## src/rtl/i2c_txn_decode.sv

```systemverilog
// Transaction-level decoder for the i2c_listen byte stream: tracks address, direction, offset and data.
// Define I2C_TXN_STATS_EN to add the saturating 16-bit match_count write-match counter.
module i2c_txn_decode #(
  parameter logic [6:0] DEV_ADDR = 7'h4A
) (
  input  logic        clk,
  input  logic        reset,
  input  logic [8:0]  byte_in,
  input  logic        byte_ready,
  input  logic        sop,
  input  logic        eot,
  input  logic [7:0]  match_reg,
  output logic        rw,
  output logic [7:0]  reg_offset,
  output logic [7:0]  data_out,
  output logic        data_valid,
  output logic        write_match,
  output logic [7:0]  pkt_len,
  output logic        pkt_done,
  output logic        addr_err
`ifdef I2C_TXN_STATS_EN
  ,
  output logic [15:0] match_count
`endif
);

  // Handshake: no backpressure anywhere. byte_in is valid only in the cycle byte_ready is high;
  // sop/eot are single-cycle pulses; data_valid/write_match/pkt_done are single-cycle valids with no ready.

  typedef enum logic [2:0] {IDLE, ADDR, REG, DATA, SKIP} state_t;

  state_t     state;
  logic [7:0] count;
  logic [7:0] offset_ptr;

  logic [7:0] data_byte;
  logic       nack;
  logic       addr_hit;
  logic       take_byte;
  logic [7:0] count_inc;
  logic [7:0] count_next;

  assign data_byte  = byte_in[8:1];
  assign nack       = byte_in[0];
  assign addr_hit   = (byte_in[8:2] == DEV_ADDR);
  assign take_byte  = byte_ready && (state != IDLE);
  assign count_inc  = (count == 8'hFF) ? 8'hFF : count + 8'd1;
  // A byte arriving with eot is counted before the packet length is flushed.
  assign count_next = take_byte ? count_inc : count;

  always_ff @(posedge clk or negedge reset) begin
    if (!reset) begin
      state       <= IDLE;
      count       <= 8'd0;
      offset_ptr  <= 8'd0;
      rw          <= 1'b0;
      reg_offset  <= 8'd0;
      data_out    <= 8'd0;
      data_valid  <= 1'b0;
      write_match <= 1'b0;
      pkt_len     <= 8'd0;
      pkt_done    <= 1'b0;
      addr_err    <= 1'b0;
`ifdef I2C_TXN_STATS_EN
      match_count <= 16'd0;
`endif
    end else begin
      data_valid  <= 1'b0;
      write_match <= 1'b0;
      pkt_done    <= 1'b0;
      // sop discards a coincident byte; sop with eot collapses to a single flush.
      if (sop) begin
        if (state != IDLE) begin
          pkt_len  <= count;
          pkt_done <= 1'b1;
        end
        state <= ADDR;
        count <= 8'd0;
      end else begin
        count <= count_next;
        if (take_byte) begin
          case (state)
            ADDR: begin
              if (addr_hit && !nack) begin
                rw    <= byte_in[1];
                state <= byte_in[1] ? DATA : REG;
              end else begin
                if (addr_hit) addr_err <= 1'b1;
                state <= SKIP;
              end
            end
            REG: begin
              offset_ptr <= data_byte;
              state      <= DATA;
            end
            DATA: begin
              data_out   <= data_byte;
              reg_offset <= offset_ptr;
              data_valid <= 1'b1;
              offset_ptr <= offset_ptr + 8'd1;
              if (!rw && (offset_ptr == match_reg)) begin
                write_match <= 1'b1;
`ifdef I2C_TXN_STATS_EN
                if (match_count != 16'hFFFF) match_count <= match_count + 16'd1;
`endif
              end
              if (nack) state <= SKIP;
            end
            default: ;
          endcase
        end
        if (eot && (state != IDLE)) begin
          pkt_len  <= count_next;
          pkt_done <= 1'b1;
          state    <= IDLE;
        end
      end
    end
  end

endmodule
```

## config.mk

```make
export PLATFORM = sky130hd
export DESIGN_NAME = i2c_txn_decode
export DESIGN_NICKNAME = d
export VERILOG_FILES = /design/src/rtl/i2c_txn_decode.sv
export SDC_FILE = /design/constraint.sdc
export NUM_CORES = 1
export LEC_CHECK = 0
export ABC_AREA = 1
export CAP_MARGIN = 20
export CORE_ASPECT_RATIO = 0.5
export CORE_MARGIN = 2
export CORE_UTILIZATION = 55
export DETAILED_ROUTE_END_ITERATION = 10
export PLACE_DENSITY = 0.85
export RECOVER_POWER = 100
export SYNTH_ARGS = -nofsm -noshare
export SYNTH_HDL_FRONTEND = slang
export SYNTH_SLANG_ARGS = --single-unit
```

## constraint.sdc

```tcl
create_clock -name clk -period 2.2 [get_ports clk]
set_clock_uncertainty 0.1 [all_clocks]
set_input_delay 0.66 -clock clk [delete_from_list [all_inputs] [get_ports clk]]
set_output_delay 0.66 -clock clk [all_outputs]
set_load 0.05 [all_outputs]
```

-- Word-level counts from Yosys, hierarchy flattened
Cells that the tools add are included.
- register bits: 48
- input port bits: 22
- output and inout bits: 29
- word-level logic and storage cells: 64
- add/sub/neg operators: 2
- equal/unequal tests: 8
- mux-type cells: 24
- bitwise gates (word level): 2
- reductions and logical operators: 17
- operators by type and width (cell ; count):
    $mux W8 ; 6
    $add A8 B1 Y8 const B ; 2
    $pmux W8 S2 ; 1
    $mux W3 ; 5
    $mux W1 ; 11
    $pmux W3 S3 ; 1
    $reduce_and A3 Y1 ; 3
    $eq A8 B8 Y1 ; 1
    $eq A8 B8 Y1 const B ; 1
    $eq A7 B7 Y1 const B ; 1
    $eq A3 B2 Y1 const B ; 2
    $reduce_bool A3 Y1 ; 2
    $reduce_and A5 Y1 ; 1
    $reduce_bool A5 Y1 ; 1
    $logic_and A1 B1 Y1 ; 4
    $ne A4 B4 Y1 const B ; 1
    $reduce_and A4 Y1 ; 1
    $reduce_bool A2 Y1 ; 2
    $eq A3 B1 Y1 const B ; 1
    $logic_not A1 Y1 ; 2
    $ne A2 B1 Y1 const B ; 1
    $not A1 Y1 ; 2
    $reduce_and A2 Y1 ; 1

-- Logic depth before layout (Yosys ltp)
- word-level depth: 7
- mapped depth: 9

-- Worst setup path before layout
No wires, ideal clock.
- path type: input-to-reg
- start: input port sop
- end: register pkt_len[4]
- library setup time: 122 ps
- arrival time: 1305 ps
- required time: 1978 ps
- setup slack: 673 ps
- cell stages on the path: 5
- path buffers: 0
- cells stage by stage: o21ai_4 inv_4 or2_2 inv_1 a21oi_1
- word-level cells in the longest chain between the ends: 2
- elaborated cells on any way between the ends: 4
- those cells by class: eq/ne: 1; mux: 1; reduce/logical: 2
- RTL lines (item ; line ; RTL):
    start, declared ; 10 ; input logic sop,
    $ne A2 B1 Y1 (no source line) or $reduce_bool A2 Y1 (tied branches) ; -- ;
    $reduce_and A2 Y1 (no source line) ; -- ;
    end signal, assigned ; 74 ; pkt_len <= count;
    end signal, assigned ; 113 ; pkt_len <= count_next;
    end, declared ; 18 ; output logic [7:0] pkt_len,
Parallel ways exist; a longest one is shown, timed or not.
A chain may end at the register's enable or synchronous reset.

-- Worst setup path after layout
- start: input port byte_ready
- end: register pkt_len[2]
- word-level cells in the longest chain between the ends: 4
- RTL lines (item ; line ; RTL):
    start, declared ; 9 ; input logic byte_ready,
    $logic_and A1 B1 Y1 ; 46 ; assign take_byte = byte_ready && (state != IDLE);
    $mux W8 ; 49 ; assign count_next = take_byte ? count_inc : count;
    $mux W8 ; 112 ; if (eot && (state != IDLE)) begin
    $mux W8 ; 72 ; if (sop) begin
No other way between the ends. The select of a mux whose other input is x is not followed.

==> flow_summary.ini <==
[cts]
clk_latency_ns = 0.31
clkTransAtPathRegs_ns = 0.09
clock_sinks = 48
clk_path_buf_depth = 2
cts-resized-gates = 0
htreeDepth = 2
cts_setup_buffers = 0
cts_tree = yes
cts_buffers = 5
cts_root_buf = clkbuf_8
holdBufCountCts = 0

[worst_setup_path]
crit_top_cell = nand2_1
r2r_slack_ns = 0.49
crit_required_ns = 2.29
cp_cell_sequence = dlygate4sd3_1 > inv_1 > a21oi_2 > buf_4 > nand2_1 > nand2_1 > nand3_1 > nand2_1 > a21boi_1
rr_startpoint = state[2]
cp-start-kind = primary input
crit_end = pkt_len[2]
worst-path-buf-inv = 3
cp_max_fo = 4
critPathKind = in -> reg
crit_path_top_delay_cell = dlygate4sd3_1
max_stage_delay_ns = 0.61
critical_path.top_delay_family = buffers and inverters
crit_path_start = byte_ready
cp.depth = 9
r2r.worst_path.cells = 8
worst-endpoint-arrival_ns = 2.07
r2r_end = offset_ptr[5]
cp-end-kind = register

[synth]
synth_ff_type = dfrtp_1
synth-edff-count = 0
yosysSeqAreaShare = 0.477
async_flop_share = 1.00
yosysWarnings = 0
syn_inst = 308
synth_nets = 332
yosysUniqueCellTypes = 39
synth-seq-cells = 48
syn_area_mm2 = 0.00252
syn_area_per_cell_um2 = 8.17

[power]
p_comb_frac = 0.235
p_sw_w = 0.000674
powerDensity_mw_per_mm2 = 693
p_sw_frac = 0.321
vdd.ir_drop.worst_mv = 0.486
power.total_w = 0.00210
p_clk_frac = 0.303
seq_power_share = 0.462
intPower_w = 0.00143
power.leakage_nw = 1.49

[placed_design]
dpl_worst_slack_ns = 0.0174
dp_hpwl_um = 4140
numPortBuffers = 50
place_congestion = 0.831

[global_routing]
track_usage = 0.237
antenna_found_initial = 0
grt_max_degree = 49
grt_overflow_total = 0
grt_pass1_vias = 2148
grt_pass1_wl_um = 9580

[layout]
final_common_cell = nand2_1
areaGrowthSynthToFinish_pct = 20.3
post-route-util = 0.688
num_antenna_cells = 0
mostFrequentLayoutCells = nand2_1 (73), dfrtp_1 (48), inv_1 (39), clkbuf_1 (31), a21oi_1 (27)
nets = 394
drive_gt1_frac = 0.0943
num-fill-cells = 380

[routing]
wirelength_um = 5760
route.met3.wl_um = 239
antenna_left = 0
wire_per_inst_um = 13.5
drc = 0
drtPass1Iterations = 4
wl_met1_um = 2650
met2_length_um = 2820
via_per_inst = 5.23
topRoutingLayerUsed = met4
vias = 2237
dr.first_iter.drc_count = 141

[run_status]
outcome = finished, final reports clean

[timing]
max_freq_mhz = 505
rsz0062_at_grt = no
whs_ns = 0.381
fin_setup_tns_ns = 0
hold_viol_final = 0
final_max_slew_viol_count = 0
setup_viol = 0
final.period_utilization = 0.901
min_period_ns = 1.98
worst_slack_ns = 0.219
relSlewSlack = 0.216
worst_pin_slew_ns = 1.18

[floorplan]
die_area_mm2 = 0.00517
io_pins = 51
die-width_um = 99.7
core-area_mm2 = 0.00440
die_y_um = 51.8
start_util = 0.572
rows = 17

[min_path]
min_path_type = reg -> reg

[job]
max_cap_violations = 0
logic make-up after synthesis:
kind of cell,synth area share
simple gates,0.256
compound gates,0.158
buf+inv,0.0880
fa+ha+maj,0.00994
flops,0.477
xor+xnor,0.0104
registers in the layout, summed over array words and instances, names as in the netlist:
register,flops
write_match,1
state,3
reg_offset,8
pkt_len,8
rw,1
offset_ptr,8
count,8
data_out,8
addr_err,1
data_valid,1
pkt_done,1
metrics by stage:
stage	std cells	area, um2
floorplan	308	2520
global placement	420	3040
detailed placement	420	3040
CTS	428	3150
global route	428	3030
finish	428	3030
power by group through the flow:
stage / sequential (W) / combinational [W] / clock (W)
floorplan: 0.00114 / 0.000180 / 0
global placement: 0.000987 / 0.000529 / 0
detailed placement: 0.000987 / 0.000540 / 0
CTS: 0.000971 / 0.000544 / 0.000642
global route: 0.000980 / 0.000532 / 0.000676
finish: 0.000970 / 0.000493 / 0.000636
per-layer routing:
layer,track usage,vias to the layer above
met5,0,-
met4,0.0868,0
met3,0.0484,6
met2,0.418,51
met1,0.295,1051
li1,-,1129
Yosys cell counts, drive strengths merged, types with 2 or more instances:
library cell | count | area (um2)
ha | 2 | 25.0
nor2 | 19 | 97.6
xor2 | 2 | 17.5
a2bb2oi | 2 | 17.5
nor3 | 5 | 30.0
or2 | 6 | 37.5
o31ai | 2 | 15.0
o21ai | 30 | 161
a21oi | 28 | 144
inv | 42 | 163
nand3 | 23 | 120
a21boi | 4 | 30.0
nand2 | 78 | 325
nand3b | 3 | 22.5
buf | 6 | 50.0
dfrtp | 48 | 1200
worst min-delay path by stage:
stage / startpoint / to / cells past startpoint
3_5_place_dp: data_out[4] / data_out[4] / 2
6_report: addr_err / addr_err / 1
3_3_place_gp: data_out[5] / data_out[5] / 2
5_1_grt: data_out[4] / data_out[4] / 2
4_1_cts: reset / state[2] / 2
2_1_floorplan: reset / addr_err / 0
final cells by class:
type                    instances  area, um2  share of cell area
multi-input cells             211       1090               0.360
inverters                      43        169              0.0558
repair buffers                 61        390               0.129
clock inverters                 2       35.0              0.0116
well taps                      57       71.3              0.0235
clock buffers                   6       72.6              0.0240
flip-flops and latches         48       1200               0.397
worst reg2reg max path, cell delays in order, from the launching register on:
cell and delay (ns):
dfrtp_1 0.43, inv_1 0.11, nand2_2 0.09, nor2_4 0.30
inv_1 0.20, a21oi_1 0.18, o21ai_0 0.10, nand2_1 0.07
inv_1 0.04
No activity file was read; power rests on OpenSTA's default activity.
